<file path="src/rtl/fetch_group_unit.sv">
// rtl/fetch_group_unit.sv - fetch stage: one 4-word imem request at a time, group hand-off, next-PC select
//
// Ports:
//   clk, rst_n          clock (rising edge) and asynchronous active-low reset
//   has_mispredict      backend redirect; highest priority next-PC source
//   mispredict_pc       redirect target, taken when has_mispredict=1
//   jump_for_pcsel      jump handler picks jump_addr_pc as the next PC
//   jump_addr_pc        jump target from the jump handler
//   decode_stall        downstream cannot take the presented group
//   imem_req            one-cycle request strobe (memory always accepts)
//   imem_addr           request address (the fetch_pc register)
//   imem_rdata          response: [15:0]=addr, [31:16]=addr+1, [47:32]=addr+2, [63:48]=addr+3
//   imem_rvalid         response strobe, one per request
//   pc                  address of instruction0 of the presented group
//   instruction0..3     presented group words, 16'h0000 when group_valid=0
//   group_valid         a group is presented this cycle
module fetch_group_unit #(
  parameter logic [15:0] RESET_PC = 16'h0000
) (
  input  logic        clk,
  input  logic        rst_n,
  input  logic        has_mispredict,
  input  logic [15:0] mispredict_pc,
  input  logic        jump_for_pcsel,
  input  logic [15:0] jump_addr_pc,
  input  logic        decode_stall,
  output logic        imem_req,
  output logic [15:0] imem_addr,
  input  logic [63:0] imem_rdata,
  input  logic        imem_rvalid,
  output logic [15:0] pc,
  output logic [15:0] instruction0,
  output logic [15:0] instruction1,
  output logic [15:0] instruction2,
  output logic [15:0] instruction3,
  output logic        group_valid
);

  // DROP means a request is outstanding whose response must be thrown away.
  typedef enum logic [2:0] {
    S_IDLE  = 3'd0,
    S_ISSUE = 3'd1,
    S_WAIT  = 3'd2,
    S_DROP  = 3'd3,
    S_VALID = 3'd4
  } state_t;

  state_t      state;
  state_t      state_nxt;
  logic [15:0] fetch_pc;
  logic [15:0] fetch_pc_nxt;
  logic [15:0] pc_q;
  logic [15:0] pc_nxt;
  logic [63:0] grp;
  logic [63:0] grp_nxt;

  always_ff @(posedge clk or negedge rst_n) begin
    if (!rst_n) begin
      state    <= S_IDLE;
      fetch_pc <= RESET_PC;
      pc_q     <= 16'h0000;
      grp      <= 64'h0;
    end else begin
      state    <= state_nxt;
      fetch_pc <= fetch_pc_nxt;
      pc_q     <= pc_nxt;
      grp      <= grp_nxt;
    end
  end

  always_comb begin
    state_nxt    = state;
    fetch_pc_nxt = fetch_pc;
    pc_nxt       = pc_q;
    grp_nxt      = grp;
    imem_req     = 1'b0;
    group_valid  = 1'b0;

    case (state)
      S_IDLE: begin
        if (has_mispredict) fetch_pc_nxt = mispredict_pc;
        state_nxt = S_ISSUE;
      end

      S_ISSUE: begin
        imem_req = 1'b1;
        // The request leaves this cycle regardless, so a redirect here
        // makes its response stale.
        if (has_mispredict) begin
          fetch_pc_nxt = mispredict_pc;
          state_nxt    = S_DROP;
        end else begin
          state_nxt = S_WAIT;
        end
      end

      S_WAIT: begin
        if (has_mispredict) begin
          fetch_pc_nxt = mispredict_pc;
          // Response landing in the same cycle is already consumed (and
          // discarded), so no DROP cycle is needed.
          state_nxt    = imem_rvalid ? S_ISSUE : S_DROP;
        end else if (imem_rvalid) begin
          grp_nxt   = imem_rdata;
          pc_nxt    = fetch_pc;
          state_nxt = S_VALID;
        end
      end

      S_DROP: begin
        if (has_mispredict) fetch_pc_nxt = mispredict_pc;
        if (imem_rvalid) state_nxt = S_ISSUE;
      end

      S_VALID: begin
        group_valid = 1'b1;
        if (has_mispredict) begin
          fetch_pc_nxt = mispredict_pc;
          state_nxt    = S_ISSUE;
        end else if (!decode_stall) begin
          // Wraps modulo 2^16.
          fetch_pc_nxt = jump_for_pcsel ? jump_addr_pc : (pc_q + 16'd4);
          state_nxt    = S_ISSUE;
        end
      end

      default: state_nxt = S_IDLE;
    endcase
  end

  assign imem_addr    = fetch_pc;
  assign pc           = pc_q;
  assign instruction0 = group_valid ? grp[15:0]  : 16'h0000;
  assign instruction1 = group_valid ? grp[31:16] : 16'h0000;
  assign instruction2 = group_valid ? grp[47:32] : 16'h0000;
  assign instruction3 = group_valid ? grp[63:48] : 16'h0000;

endmodule

</file>
<file path="config.mk">
export PLATFORM = sky130hd
export DESIGN_NAME = fetch_group_unit
export DESIGN_NICKNAME = d
export VERILOG_FILES = /design/src/rtl/fetch_group_unit.sv
export SDC_FILE = /design/constraint.sdc
export NUM_CORES = 1
export LEC_CHECK = 0
export ABC_AREA = 1
export ABC_CLOCK_PERIOD_IN_PS = 3050
export BUFFER_PORTS_ARGS = -buffer_cell sky130_fd_sc_hd__buf_2
export CAP_MARGIN = 20
export CORE_MARGIN = 2
export CORE_UTILIZATION = 30
export CTS_BUF_LIST = sky130_fd_sc_hd__clkbuf_8
export DETAILED_ROUTE_END_ITERATION = 8
export GPL_ROUTABILITY_DRIVEN = 1
export PLACE_DENSITY = 0.57
export SLEW_MARGIN = 15
export SYNTH_ARGS = -nofsm -noshare
export SYNTH_HDL_FRONTEND = slang
export SYNTH_SLANG_ARGS = --single-unit
</file>
<file path="constraint.sdc">
create_clock -name clk -period 3.05 [get_ports clk]
set_input_delay 0.4575 -clock clk [delete_from_list [all_inputs] [get_ports clk]]
set_output_delay 0.4575 -clock clk [all_outputs]
set_load 0.005 [all_outputs]
</file>
==> results.sh <==
export IMPL_critical_path_class="register to output pin"
export IMPL_drive_gt1_frac=0.297
export IMPL_status="completed"
export IMPL_wirelength_um=12600
export IMPL_fp_coreArea_um2=15700
export IMPL_critPathMaxFanout=55
export IMPL_globalplace_congestion=0.795
export IMPL_clkLatencyLatePin_ns=0.37
export IMPL_die_h_um=130
export IMPL_globalRouteOverflowTotal=0
export IMPL_synthesis_nets=709
export IMPL_post_cts_resize_count=0
export IMPL_layout_cells_most_common="sky130_fd_sc_hd__buf_2"
export IMPL_portion_of_the_post_synthesis_area_used_by_sequential_elements=0.520
export IMPL_placementRows=46
export IMPL_fmax_mhz=419
export IMPL_initial_core_utilization=0.303
export IMPL_dp_worst_setup_slack_ns=0.844
export IMPL_post_cts_setup_buffer_count=0
export IMPL_report_final_slew_viol_count=0
export IMPL_final_instance_count_excl_fill=1007
export IMPL_type_of_origin_of_the_critical_path="register"
export IMPL_power_w=0.00447
export IMPL_layout_nets=891
export IMPL_period_minus_slack_ns=2.39
export IMPL_clock_tree_from_tritoncts="yes"
export IMPL_worst_endpoint_arrival_ns=1.93
export IMPL_cts_hold_buffers=0
export IMPL_areaGrowthSynthToFinish_pct=28.6
export IMPL_max_vdd_ir_drop_v=0.000268
export IMPL_detailedRoute_firstPassIterationCount=4
export IMPL_port_buffers=199
export IMPL_fp_dieArea_um2=16900
export IMPL_cts_clk_slew_worst_paths_ns=0.09
export IMPL_timing_rr_end="imem_addr[0]"
export IMPL_horiz_die_dim_um=130
export IMPL_timing_slew_headroom=0.596
export IMPL_cp_required_ns=2.59
export IMPL_setup_viol=0
export IMPL_ctsHtreeMaxLevel=3
export IMPL_rsz_0062_raised_after_global_routing="false"
export IMPL_cts_root_buf="sky130_fd_sc_hd__clkbuf_8"
export IMPL_slowest_delay_ns=0.53
export IMPL_dpl_hpwl_um=8930
export IMPL_hold_viol=0
export IMPL_first_global_vias=4010
export IMPL_total_leakage_power_nw=3.51
export IMPL_ys_warnings_count=0
export IMPL_worstMarginPinSlew_ns=0.605
export IMPL_grt_pass1_wl_um=19800
export IMPL_place_detailed_instances=993
export IMPL_antenna_found_initial=0
export IMPL_detailed_route_wire_length_per_cell_um=12.5
export IMPL_cts_inserted_buffers=9
export IMPL_clock_sinks=99
export IMPL_timing_rr_start="state[0]"
export IMPL_maxCapViolations=0
export IMPL_syn_inst=606
export IMPL_syn_cell_area_um2=4760
export IMPL_final_min_period_over_clock_period=0.783
export IMPL_r2r_worst_path_cells=8
export IMPL_power_per_cell_area_nw_per_um2=730
export IMPL_ys_types=29
export IMPL_drt_iter0_markers=178
export IMPL_ff2ff_setup_slack_ns=0.86
export IMPL_critical_path_top_delay_family="buffers and inverters"
export IMPL_routed_via_density=4.34
export IMPL_grt_start_max_net_pins=100
export IMPL_final_cell_mix="sky130_fd_sc_hd__buf_2 (198), sky130_fd_sc_hd__nor2_1 (176), sky130_fd_sc_hd__dfrtp_1 (99)"
export IMPL_worst_hold_path_type="input port to async pin"
export IMPL_routed_via_count=4366
export IMPL_crit_path_end_kind="output pin"
export IMPL_cp_slowest_cell="sky130_fd_sc_hd__buf_4"
export IMPL_clock_skew_final_ns=0.0107
export IMPL_cts_root_to_sink_buffers=2
export IMPL_ys_ff_latch=99
export IMPL_post_synthesis_area_per_instance_um2=7.86
export IMPL_path_cells="inv_2, nand3_2, buf_4, nor2_1, buf_2"
export IMPL_antenna_diode_count=0
export IMPL_top_level_ports=200
export IMPL_ant_nets=0
export IMPL_post_route_drc_count=0
export IMPL_setup_tns_final_ns=0
export IMPL_critical_path_buf_inv_count=3
export IMPL_grt_total_usage=0.149
export IMPL_finalWorstSetupSlack_ns=0.662
==> worst max-delay path by stage <==
stage                     startpoint              end  slack [ns]  depth (start not counted)
after floorplan             state[0]  instruction0[0]        1.55                          5
after global placement      state[0]    imem_addr[10]        0.92                          8
after detailed placement    state[0]     imem_addr[0]        0.84                          8
after CTS                   state[0]  instruction1[8]        0.61                          5
after global routing        state[0]  instruction1[8]        0.48                          5
final                       state[0]  instruction0[6]        0.66                          5
==> sequential cells by signal, summed over array words and instances (netlist names) <==
register / flops
grp: 64
imem_addr: 16
pc: 16
state: 3
==> layer usage <==
layer	share of wire	wire length [um]	GRT usage
met1	0.47	5940	0.197
met4	0.016	200	0.0569
met5	0	0	0
met2	0.45	5640	0.236
met3	0.066	833	0.0361
==> per-stage QoR <==
stage          hold slack [ns]  area (um^2)   util
6_report                 0.115         6130  0.390
4_1_cts                  0.136         6130  0.390
5_1_grt                  0.137         6130  0.390
2_1_floorplan            0.162         4760      -
3_5_place_dp             0.501         5910  0.376
3_3_place_gp             0.491         5910  0.376
==> power by group <==
part           internal, W  switching (W)
registers          0.00187       0.000269
logic             0.000549       0.000845
clock network     0.000496       0.000438
==> cell usage after synthesis (all sizes together) <==
cell type	n	area share
a21oi	97	0.10
a31oi	1	0.0013
buf	27	0.035
clkbuf	5	0.0039
dfrtp	99	0.52
ha	1	0.0026
inv	88	0.069
mux2	3	0.0071
nand2	48	0.039
nand3	19	0.021
nand3b	1	0.0016
nand4	7	0.011
nor2	180	0.15
nor3	1	0.0010
o211ai	8	0.016
o21a	1	0.0016
o21ai	18	0.019
or2	1	0.0013
xor2	1	0.0018
==> cell families after synthesis <==
family | share of synthesized area
muxes | 0.00709
AOI/OAI and AO/OA | 0.139
adders and majority gates | 0.00263
and+or+nand+nor | 0.221
DFF | 0.520
xor gates and xnor gates | 0.00184
buffers and inverters | 0.108
==> final cells by class <==
class                           count  area (um^2)
Clock buffer                       11          151
Fill cell                        1712         9590
Clock inverter                      3         63.8
Timing Repair Buffer              203         1050
Multi-Input combinational cell    387         1780
Tap cell                          216          270
Sequential cell                    99         2480
Inverter                           88          330
No activity file was read; power rests on OpenSTA's default activity.
